### src/rtl/imem_program_feeder.sv
// imem_program_feeder: writable program store streamed word-by-word over a
// valid/ready handshake, with NOP fill when idle, optional looping, and a
// saturating count of accepted words.
module imem_program_feeder #(
  parameter int                   DEPTH     = 16,
  parameter int                   WORD_SIZE = 32,
  parameter logic [WORD_SIZE-1:0] NOP       = 32'h00000013
) (
  input  logic                       i_clk,
  input  logic                       i_reset_n,
  input  logic                       i_load_en,
  input  logic [$clog2(DEPTH)-1:0]   i_load_addr,
  input  logic [WORD_SIZE-1:0]       i_load_data,
  input  logic                       i_start,
  input  logic                       i_abort,
  input  logic                       i_loop_mode,
  input  logic [$clog2(DEPTH):0]     i_prog_len,
  input  logic                       i_resp_ready,
  output logic                       o_resp_valid,
  output logic [WORD_SIZE-1:0]       o_resp_data,
  output logic [WORD_SIZE-1:0]       o_resp_pc,
  output logic                       o_busy,
  output logic                       o_done,
  output logic [15:0]                o_instr_count
);

  localparam int             AW       = $clog2(DEPTH);
  localparam logic [AW:0]    FULL_LEN = (AW+1)'(DEPTH);

  typedef enum logic [1:0] {
    ST_IDLE   = 2'd0,
    ST_STREAM = 2'd1,
    ST_DONE   = 2'd2
  } state_t;

  // Program store has no reset so contents survive reset_n.
  logic [WORD_SIZE-1:0] r_mem [DEPTH];

  state_t               r_state;
  state_t               w_state_nx;
  logic [AW-1:0]        r_ptr;
  logic [AW-1:0]        w_ptr_nx;
  logic [AW:0]          r_len;
  logic [AW:0]          w_len_nx;
  logic [AW:0]          w_len_sel;
  logic [15:0]          r_count;
  logic [15:0]          w_count_nx;
  logic                 r_done;
  logic                 w_done_nx;
  logic                 w_fire;
  logic                 w_last;
  logic                 w_wr_en;
  logic [WORD_SIZE-1:0] w_rd_word;

  logic                 r_resp_valid;
  logic [WORD_SIZE-1:0] r_resp_data;
  logic [WORD_SIZE-1:0] r_resp_pc;

  assign w_fire  = r_resp_valid & i_resp_ready;
  assign w_last  = ({1'b0, r_ptr} == (r_len - {{AW{1'b0}}, 1'b1}));
  assign w_wr_en = i_load_en & (r_state != ST_STREAM);

  // Clamp the requested length: zero or oversize means the whole store.
  always_comb begin
    w_len_sel = FULL_LEN;
    if ((i_prog_len == {(AW+1){1'b0}}) || (i_prog_len > FULL_LEN)) begin
      w_len_sel = FULL_LEN;
    end else begin
      w_len_sel = i_prog_len;
    end
  end

  // Next-state, pointer, length, count and done computation.
  always_comb begin
    w_state_nx = r_state;
    w_ptr_nx   = r_ptr;
    w_len_nx   = r_len;
    w_count_nx = r_count;
    w_done_nx  = r_done;
    case (r_state)
      ST_IDLE, ST_DONE: begin
        if (i_start) begin
          w_state_nx = ST_STREAM;
          w_ptr_nx   = {AW{1'b0}};
          w_len_nx   = w_len_sel;
          w_count_nx = 16'd0;
          w_done_nx  = 1'b0;
        end else if (i_abort) begin
          w_state_nx = ST_IDLE;
          w_ptr_nx   = {AW{1'b0}};
          w_done_nx  = 1'b0;
        end else begin
          w_state_nx = r_state;
        end
      end
      ST_STREAM: begin
        if (i_abort) begin
          // Abort wins over a same-cycle handshake: nothing is counted.
          w_state_nx = ST_IDLE;
          w_ptr_nx   = {AW{1'b0}};
          w_done_nx  = 1'b0;
        end else if (w_fire) begin
          if (r_count == 16'hFFFF) begin
            w_count_nx = r_count;
          end else begin
            w_count_nx = r_count + 16'd1;
          end
          if (!w_last) begin
            w_ptr_nx = r_ptr + AW'(1'b1);
          end else if (i_loop_mode) begin
            w_ptr_nx = {AW{1'b0}};
          end else begin
            w_state_nx = ST_DONE;
            w_ptr_nx   = {AW{1'b0}};
            w_done_nx  = 1'b1;
          end
        end else begin
          w_ptr_nx = r_ptr;
        end
      end
      default: begin
        w_state_nx = ST_IDLE;
        w_ptr_nx   = {AW{1'b0}};
        w_done_nx  = 1'b0;
      end
    endcase
  end

  // Word presented next: a same-edge write to that slot bypasses the store.
  always_comb begin
    w_rd_word = r_mem[w_ptr_nx];
    if (w_wr_en && (i_load_addr == w_ptr_nx)) begin
      w_rd_word = i_load_data;
    end else begin
      w_rd_word = r_mem[w_ptr_nx];
    end
  end

  // Program store write port; writes are locked out while streaming.
  always_ff @(posedge i_clk) begin
    if (w_wr_en) begin
      r_mem[i_load_addr] <= i_load_data;
    end
  end

  // FSM state register.
  always_ff @(posedge i_clk) begin
    if (!i_reset_n) begin
      r_state <= ST_IDLE;
    end else begin
      r_state <= w_state_nx;
    end
  end

  // Datapath registers: pointer, latched length, count and done flag.
  always_ff @(posedge i_clk) begin
    if (!i_reset_n) begin
      r_ptr   <= {AW{1'b0}};
      r_len   <= FULL_LEN;
      r_count <= 16'd0;
      r_done  <= 1'b0;
    end else begin
      r_ptr   <= w_ptr_nx;
      r_len   <= w_len_nx;
      r_count <= w_count_nx;
      r_done  <= w_done_nx;
    end
  end

  // Registered response: word and byte address in STREAM, NOP and 0 otherwise.
  always_ff @(posedge i_clk) begin
    if (!i_reset_n) begin
      r_resp_valid <= 1'b0;
      r_resp_data  <= NOP;
      r_resp_pc    <= {WORD_SIZE{1'b0}};
    end else if (w_state_nx == ST_STREAM) begin
      r_resp_valid <= 1'b1;
      r_resp_data  <= w_rd_word;
      r_resp_pc    <= WORD_SIZE'({w_ptr_nx, 2'b00});
    end else begin
      r_resp_valid <= 1'b0;
      r_resp_data  <= NOP;
      r_resp_pc    <= {WORD_SIZE{1'b0}};
    end
  end

  assign o_resp_valid  = r_resp_valid;
  assign o_resp_data   = r_resp_data;
  assign o_resp_pc     = r_resp_pc;
  assign o_busy        = r_resp_valid;
  assign o_done        = r_done;
  assign o_instr_count = r_count;

endmodule

### config.mk
export PLATFORM = sky130hd
export DESIGN_NAME = imem_program_feeder
export DESIGN_NICKNAME = d
export VERILOG_FILES = /design/src/rtl/imem_program_feeder.sv
export SDC_FILE = /design/constraint.sdc
export NUM_CORES = 1
export LEC_CHECK = 0
export CAP_MARGIN = 0
export CORE_AREA = 4 4 291 293
export CTS_BUF_LIST = sky130_fd_sc_hd__clkbuf_8
export DETAILED_ROUTE_END_ITERATION = 8
export DIE_AREA = 0 0 295 297
export MAX_ROUTING_LAYER = met4
export SLEW_MARGIN = 0
export SYNTH_ARGS = -nofsm -noshare
export SYNTH_HDL_FRONTEND = slang
export SYNTH_SLANG_ARGS = --single-unit
### constraint.sdc
create_clock -name i_clk -period 8 [get_ports i_clk]
set_clock_uncertainty 0.05 [all_clocks]
set_input_delay 1.6 -clock i_clk [delete_from_list [all_inputs] [get_ports i_clk]]
set_output_delay 1.6 -clock i_clk [all_outputs]
set_load 0.02 [all_outputs]
==> results of run 1 <==
[cells in the final DEF, fill, tap and decap left out, types with 64 or more instances in the layout]
cell type / count
nand3_1: 125
mux2i_1: 94
a21oi_1: 140
o211a_1: 65
nand2_1: 231
clkdlybuf4s50_1: 102
a31oi_1: 74
edfxtp_1: 512
dfxtp_1: 64
a32oi_1: 90
clkbuf_8: 99
[state kept, by name, indices dropped and copies added, names as in the netlist, 2 cells and up]
signal,count
r_ptr,4
r_state,2
r_len,5
r_mem,512
o_instr_count,16
o_resp_pc,4
o_resp_data,32
[report_power, final]
group | internal [mW] | switching [mW] | total (mW)
Combinational | 0.0721 | 0.160 | 0.232
Clock | 1.24 | 1.17 | 2.42
Sequential | 3.32 | 0.0165 | 3.33
Total | 4.63 | 1.35 | 5.98
[cell type report]
cell class              instances  share of cell area
clock inverters                68              0.0136
flip-flops and latches        577               0.588
multi-input cells            1127               0.254
inverters                      13             0.00172
diodes                          7            0.000617
clock buffers                  99              0.0480
repair buffers                140              0.0469
well taps                    1070              0.0472
[cell families after synthesis]
family                     synth area share
DFF                                   0.681
muxes                                0.0384
and+or+nand+nor                       0.102
AOI/OAI and AO/OA                     0.131
other                              0.000153
adders and majority gates           0.00204
xor gates and xnor gates            0.00884
buffers and inverters                0.0366
[routing by layer]
layer | wire length [um] | up-vias | global-route usage
met5 | 0 | - | -
met4 | 2160 | 0 | 0.0553
met3 | 6420 | 158 | 0.0370
met2 | 31300 | 838 | 0.239
met1 | 30200 | 8462 | 0.213
li1 | - | 7397 | -
[stage by stage]
step / hold slack [ns] / setup slack [ns] / utilization / instance area, um^2 / cells
after floorplan: 0.440 / 3.25 / - / 24600 / 1895
after global placement: 0.431 / 2.14 / 0.325 / 26600 / 2927
after detailed placement: 0.454 / 2.15 / 0.325 / 26600 / 2927
after CTS: 0.462 / 2.87 / 0.346 / 28400 / 3094
after global routing: 0.477 / 2.55 / 0.347 / 28400 / 3099
final: 0.458 / 2.73 / 0.347 / 28400 / 3101
[final timing paths]
kind	startpoint	end	slack [ns]	depth (start not counted)
worst min register to register	o_instr_count[1]	o_instr_count[1]	0.46	2
worst max register to register	r_ptr[0]	o_resp_data[14]	2.97	11
worst min-delay path	o_instr_count[1]	o_instr_count[1]	0.46	2
worst max-delay path	i_resp_ready	o_resp_data[14]	2.73	11
[cells in the mapped netlist (10+ instances only)]
| cell | count |
|---|---|
| a21oi_1 | 141 |
| a31oi_1 | 74 |
| a32oi_1 | 90 |
| and3_1 | 43 |
| buf_2 | 29 |
| buf_4 | 34 |
| clkbuf_1 | 104 |
| dfxtp_1 | 65 |
| edfxtp_1 | 512 |
| inv_1 | 13 |
| mux2i_1 | 94 |
| nand2_1 | 232 |
| nand3_1 | 126 |
| nand4_1 | 34 |
| nor2_1 | 51 |
| nor3_1 | 18 |
| o211a_1 | 65 |
| o31ai_1 | 32 |
| xnor2_1 | 10 |
| xor2_1 | 11 |
[critical path: stages]
cell	delay [ns]
clkdlybuf4s50_1	0.50
nand2_1	0.11
nor2_1	0.22
o2111ai_4	0.56
a32o_4	0.77
xnor2_2	0.26
o211ai_4	0.11
buf_4	0.30
or2_1	0.73
buf_4	0.42
a31oi_1	0.15
==> impl_metrics.env, run 1 <==
export IMPL_syn_cell_area_mm2=0.0245
export IMPL_ant_nets=0
export IMPL_via_count=16855
export IMPL_worstMarginPinSlew_ns=1.07
export IMPL_synth_edf_count=512
export IMPL_ioPinCount=131
export IMPL_drc=0
export IMPL_synth_seq_cells=577
export IMPL_rows=105
export IMPL_clk_path_buf_depth=3
export IMPL_hold_violations=0
export IMPL_die_h_um=297
export IMPL_syn_avg_cell_area_um2=13.1
export IMPL_tns_ns=0
export IMPL_vdd_ir_drop_worst_uv=103
export IMPL_gp_congestion=0.804
export IMPL_finalSetupViolCount=0
export IMPL_area_growth_pct=15.9
export IMPL_yosysSeqAreaShare=0.681
export IMPL_crit_type="in -> reg"
export IMPL_routedWlPerCell_um=22.6
export IMPL_dieArea_mm2=0.0876
export IMPL_crit_path_end_kind="flip-flop"
export IMPL_dr_pass1_iters=6
export IMPL_gr_total_overflow=0
export IMPL_power_mw=5.98
export IMPL_ctsRootBufferMaster="clkbuf_8"
export IMPL_synth_flop_cell="edfxtp_1"
export IMPL_final_max_slew_viol_count=0
export IMPL_core_mm2=0.0818
export IMPL_outcome="finished, final reports clean"
export IMPL_postCtsSetupRepairBufs=0
export IMPL_rsz0062_at_grt="false"
export IMPL_maxSlewHeadroom=0.284
export IMPL_synthArstFlopShare=0
export IMPL_die_w_um=295
export IMPL_cp_start_kind="primary input"
export IMPL_hold_buffers=0
export IMPL_drt_iter0_markers=1695
export IMPL_cts_htree_levels=3
export IMPL_fill_cells=7874
export IMPL_synth_top_area_share=0.628
export IMPL_nNetsFinal=2004
export IMPL_cts_tree="done"
export IMPL_cts_repair_resized=0
export IMPL_grt_pass1_wl_um=104000
export IMPL_post_route_min_period_ns=5.27
export IMPL_antenna_found_initial=5
export IMPL_clkSinkCount=577
export IMPL_cts_buffers=93
export IMPL_first_global_vias=16671
export IMPL_hold_class="reg -> reg"
export IMPL_fmaxAchievable_ghz=0.190
export IMPL_grt_max_degree=99
export IMPL_maxCapViolCount=0
export IMPL_power_density_mw_per_mm2=211
export IMPL_p_leak_nw=9.93
export IMPL_seq_area_mm2=0.0167
export IMPL_ys_types=56
export IMPL_cp_max_fo=66
export IMPL_routed_wl_um=70100
export IMPL_cp_data_required_time_ns=8.50
export IMPL_yosysTopAreaCell="edfxtp_1"
export IMPL_io_buffers=102
export IMPL_fin_crit_sh=0.659
export IMPL_multi_input_area_mm2=0.00721
export IMPL_synthTopCellsByArea="edfxtp_1 63%, dfxtp_1 5.3%, mux2i_1 3.8%, nand2_1 3.6%, a32oi_1 3.2%"
export IMPL_cp_arrival_ns=5.77
export IMPL_grt_usage=0.159
export IMPL_detail_route_vias_per_cell=5.44
export IMPL_path_clk_slew_ns=0.06
export IMPL_syn_inst=1868
export IMPL_layout_drive_gt1_share=0.0978
export IMPL_yosys_warnings=0
export IMPL_clock_latency_ns=0.69
export IMPL_dp_hpwl_um=36300
export IMPL_initial_core_util=0.299
Power figures use the tool's default switching activity.
==> run 2: changes to the inputs <==
==> constraint.sdc (replaced) <==
create_clock -name i_clk -period 4.9 [get_ports i_clk]
set_clock_uncertainty 0.05 [all_clocks]
set_input_delay 0.98 -clock i_clk [delete_from_list [all_inputs] [get_ports i_clk]]
set_output_delay 0.98 -clock i_clk [all_outputs]
set_load 0.02 [all_outputs]
==> run 2 against run 1 <==
Effect of this change:
- first-iteration DRC count is 5.5% higher
- core utilization up 0.61 points
- non-clock buffer count is 16 higher
- via count about the same
- wire length up 2.1%
- flip-flop and latch count unchanged
- sequential share of layout area down 1.0 points
- clock-buffer cell count is 10 higher
- critical path type is now reg -> reg
- final area rose by 1.7%
==> impl_metrics.env, run 2 (synthesis results as in run 1) <==
export IMPL_final_max_slew_viol_count=0
export IMPL_cp_common_cell="a31oi_1"
export IMPL_core_mm2=0.0818
export IMPL_clock_latency_ns=0.69
export IMPL_seq_area_mm2=0.0167
export IMPL_ctsRootBufferMaster="clkbuf_8"
export IMPL_postCtsSetupRepairBufs=0
export IMPL_dr_pass1_iters=5
export IMPL_vdd_ir_drop_worst_uv=148
export IMPL_multi_input_area_mm2=0.00721
export IMPL_grt_pass1_wl_um=105000
export IMPL_layout_common_cells="512 x edfxtp_1, 231 x nand2_1, 140 x a21oi_1, 125 x nand3_1, 109 x clkbuf_8"
export IMPL_cts_repair_resized=0
export IMPL_rows=105
export IMPL_hold_violations=0
export IMPL_nNetsFinal=2025
export IMPL_crit_type="reg -> reg"
export IMPL_worstMarginPinSlew_ns=1.05
export IMPL_outcome="finished, final reports clean"
export IMPL_ioPinCount=131
export IMPL_cp_data_required_time_ns=5.45
export IMPL_area_growth_pct=17.9
export IMPL_grt_usage=0.162
export IMPL_p_comb_frac=0.038
export IMPL_die_h_um=297
export IMPL_largest_register_ffs=512
export IMPL_crit_start="r_len[0]"
export IMPL_via_count=16848
export IMPL_p_sw_mw=2.24
export IMPL_gp_congestion=0.827
export IMPL_crit_path_cell_trace="inv_1 > ha_1 > xnor2_1 > a221oi_2 > o2111ai_4 > buf_4 > a21o_4 > buf_12 > nor3_1 > a2111oi_0 > a31oi_1 > a31oi_1"
export IMPL_maxSlewHeadroom=0.301
export IMPL_cp_max_fo=67
export IMPL_drt_iter0_markers=1789
export IMPL_hold_buffers=0
export IMPL_p_leak_nw=10.2
export IMPL_cp_arrival_ns=4.53
export IMPL_crit_path_end_kind="flip-flop"
export IMPL_clk_path_buf_depth=3
export IMPL_cp_start_kind="flip-flop"
export IMPL_regMostFlops="r_mem"
export IMPL_dp_hpwl_um=37300
export IMPL_rr_startpoint="r_len[0]"
export IMPL_sw_frac_of_total=0.220
export IMPL_fill_cells=7824
export IMPL_finalSetupViolCount=0
export IMPL_detail_route_vias_per_cell=5.38
export IMPL_path_clk_slew_ns=0.06
export IMPL_p_seq_frac=0.535
export IMPL_first_global_vias=16418
export IMPL_cts_buffers=98
export IMPL_max_stage_delay_ns=0.82
export IMPL_final_common_cell="edfxtp_1"
export IMPL_ant_nets=0
export IMPL_antenna_found_initial=3
export IMPL_gr_total_overflow=0
export IMPL_fin_crit_sh=0.811
export IMPL_crit_family="compound AO/OA/AOI/OAI gates"
export IMPL_routedWlPerCell_um=22.9
export IMPL_power_mw=10.2
export IMPL_cellInternalPower_mw=7.95
export IMPL_cts_tree="done"
export IMPL_hold_class="reg -> reg"
export IMPL_crit_slowest_cell="buf_4"
export IMPL_initial_core_util=0.299
export IMPL_drc=0
export IMPL_dieArea_mm2=0.0876
export IMPL_clkSinkCount=577
export IMPL_layout_drive_gt1_share=0.109
export IMPL_clockPowerShare=0.428
export IMPL_rsz0062_at_grt="false"
export IMPL_hold_path_startpoint="o_instr_count[8]"
export IMPL_maxCapViolCount=0
export IMPL_post_route_min_period_ns=3.98
export IMPL_cts_htree_levels=3
export IMPL_routed_wl_um=71600
export IMPL_fmaxAchievable_ghz=0.252
export IMPL_power_density_mw_per_mm2=353
export IMPL_cp_num_buf_inv=3
export IMPL_io_buffers=102
export IMPL_die_w_um=295
export IMPL_grt_max_degree=133
export IMPL_tns_ns=0
[run 2: cell type report]
| type | instances | area share |
|---|---|---|
| Clock buffer | 109 | 0.0520 |
| Tap cell | 1070 | 0.0464 |
| Antenna cell | 5 | 0.000433 |
| Timing Repair Buffer | 156 | 0.0546 |
| Multi-Input combinational cell | 1127 | 0.250 |
| Inverter | 13 | 0.00169 |
| Sequential cell | 577 | 0.578 |
| Clock inverter | 75 | 0.0174 |
[run 2: power groups by stage]
stage / clock, mW / sequential, mW / combinational, mW
after CTS: 4.45 / 5.45 / 0.383
final: 4.36 / 5.45 / 0.385
after detailed placement: 0 / 5.55 / 0.382
after global routing: 4.66 / 5.45 / 0.414
after global placement: 0 / 5.55 / 0.372
after floorplan: 0 / 5.55 / 0.176
[run 2: worst paths after layout]
path | to | slack, ns | depth (start not counted)
min | o_instr_count[8] | 0.45 | 2
min reg2reg | o_instr_count[8] | 0.45 | 2
max reg2reg | o_resp_data[9] | 0.92 | 12
max | o_resp_data[9] | 0.92 | 12
[run 2: metrics by stage]
stage	area, um^2	hold slack [ns]	worst slack [ns]	utilization	cells
detailed placement	26800	0.455	0.590	0.328	2943
global placement	26800	0.430	0.659	0.328	2943
finish	28900	0.455	0.924	0.353	3132
CTS	28900	0.463	0.983	0.353	3127
global route	28900	0.491	0.703	0.353	3130
floorplan	24600	0.440	0.768	-	1895
[run 2: worst min-delay path, delay by kind of cell (launching register included)]
kind	cells	cell delay, ns
AO/OA/AOI/OAI	2	0.13
flip-flops	1	0.33
[run 2: per-layer routing]
layer | vias to the layer above | track usage | wire [um]
met5 | - | - | 0
met4 | 0 | 0.0482 | 1840
met3 | 138 | 0.0329 | 5650
met2 | 821 | 0.250 | 33400
met1 | 8445 | 0.216 | 30800
li1 | 7444 | - | -
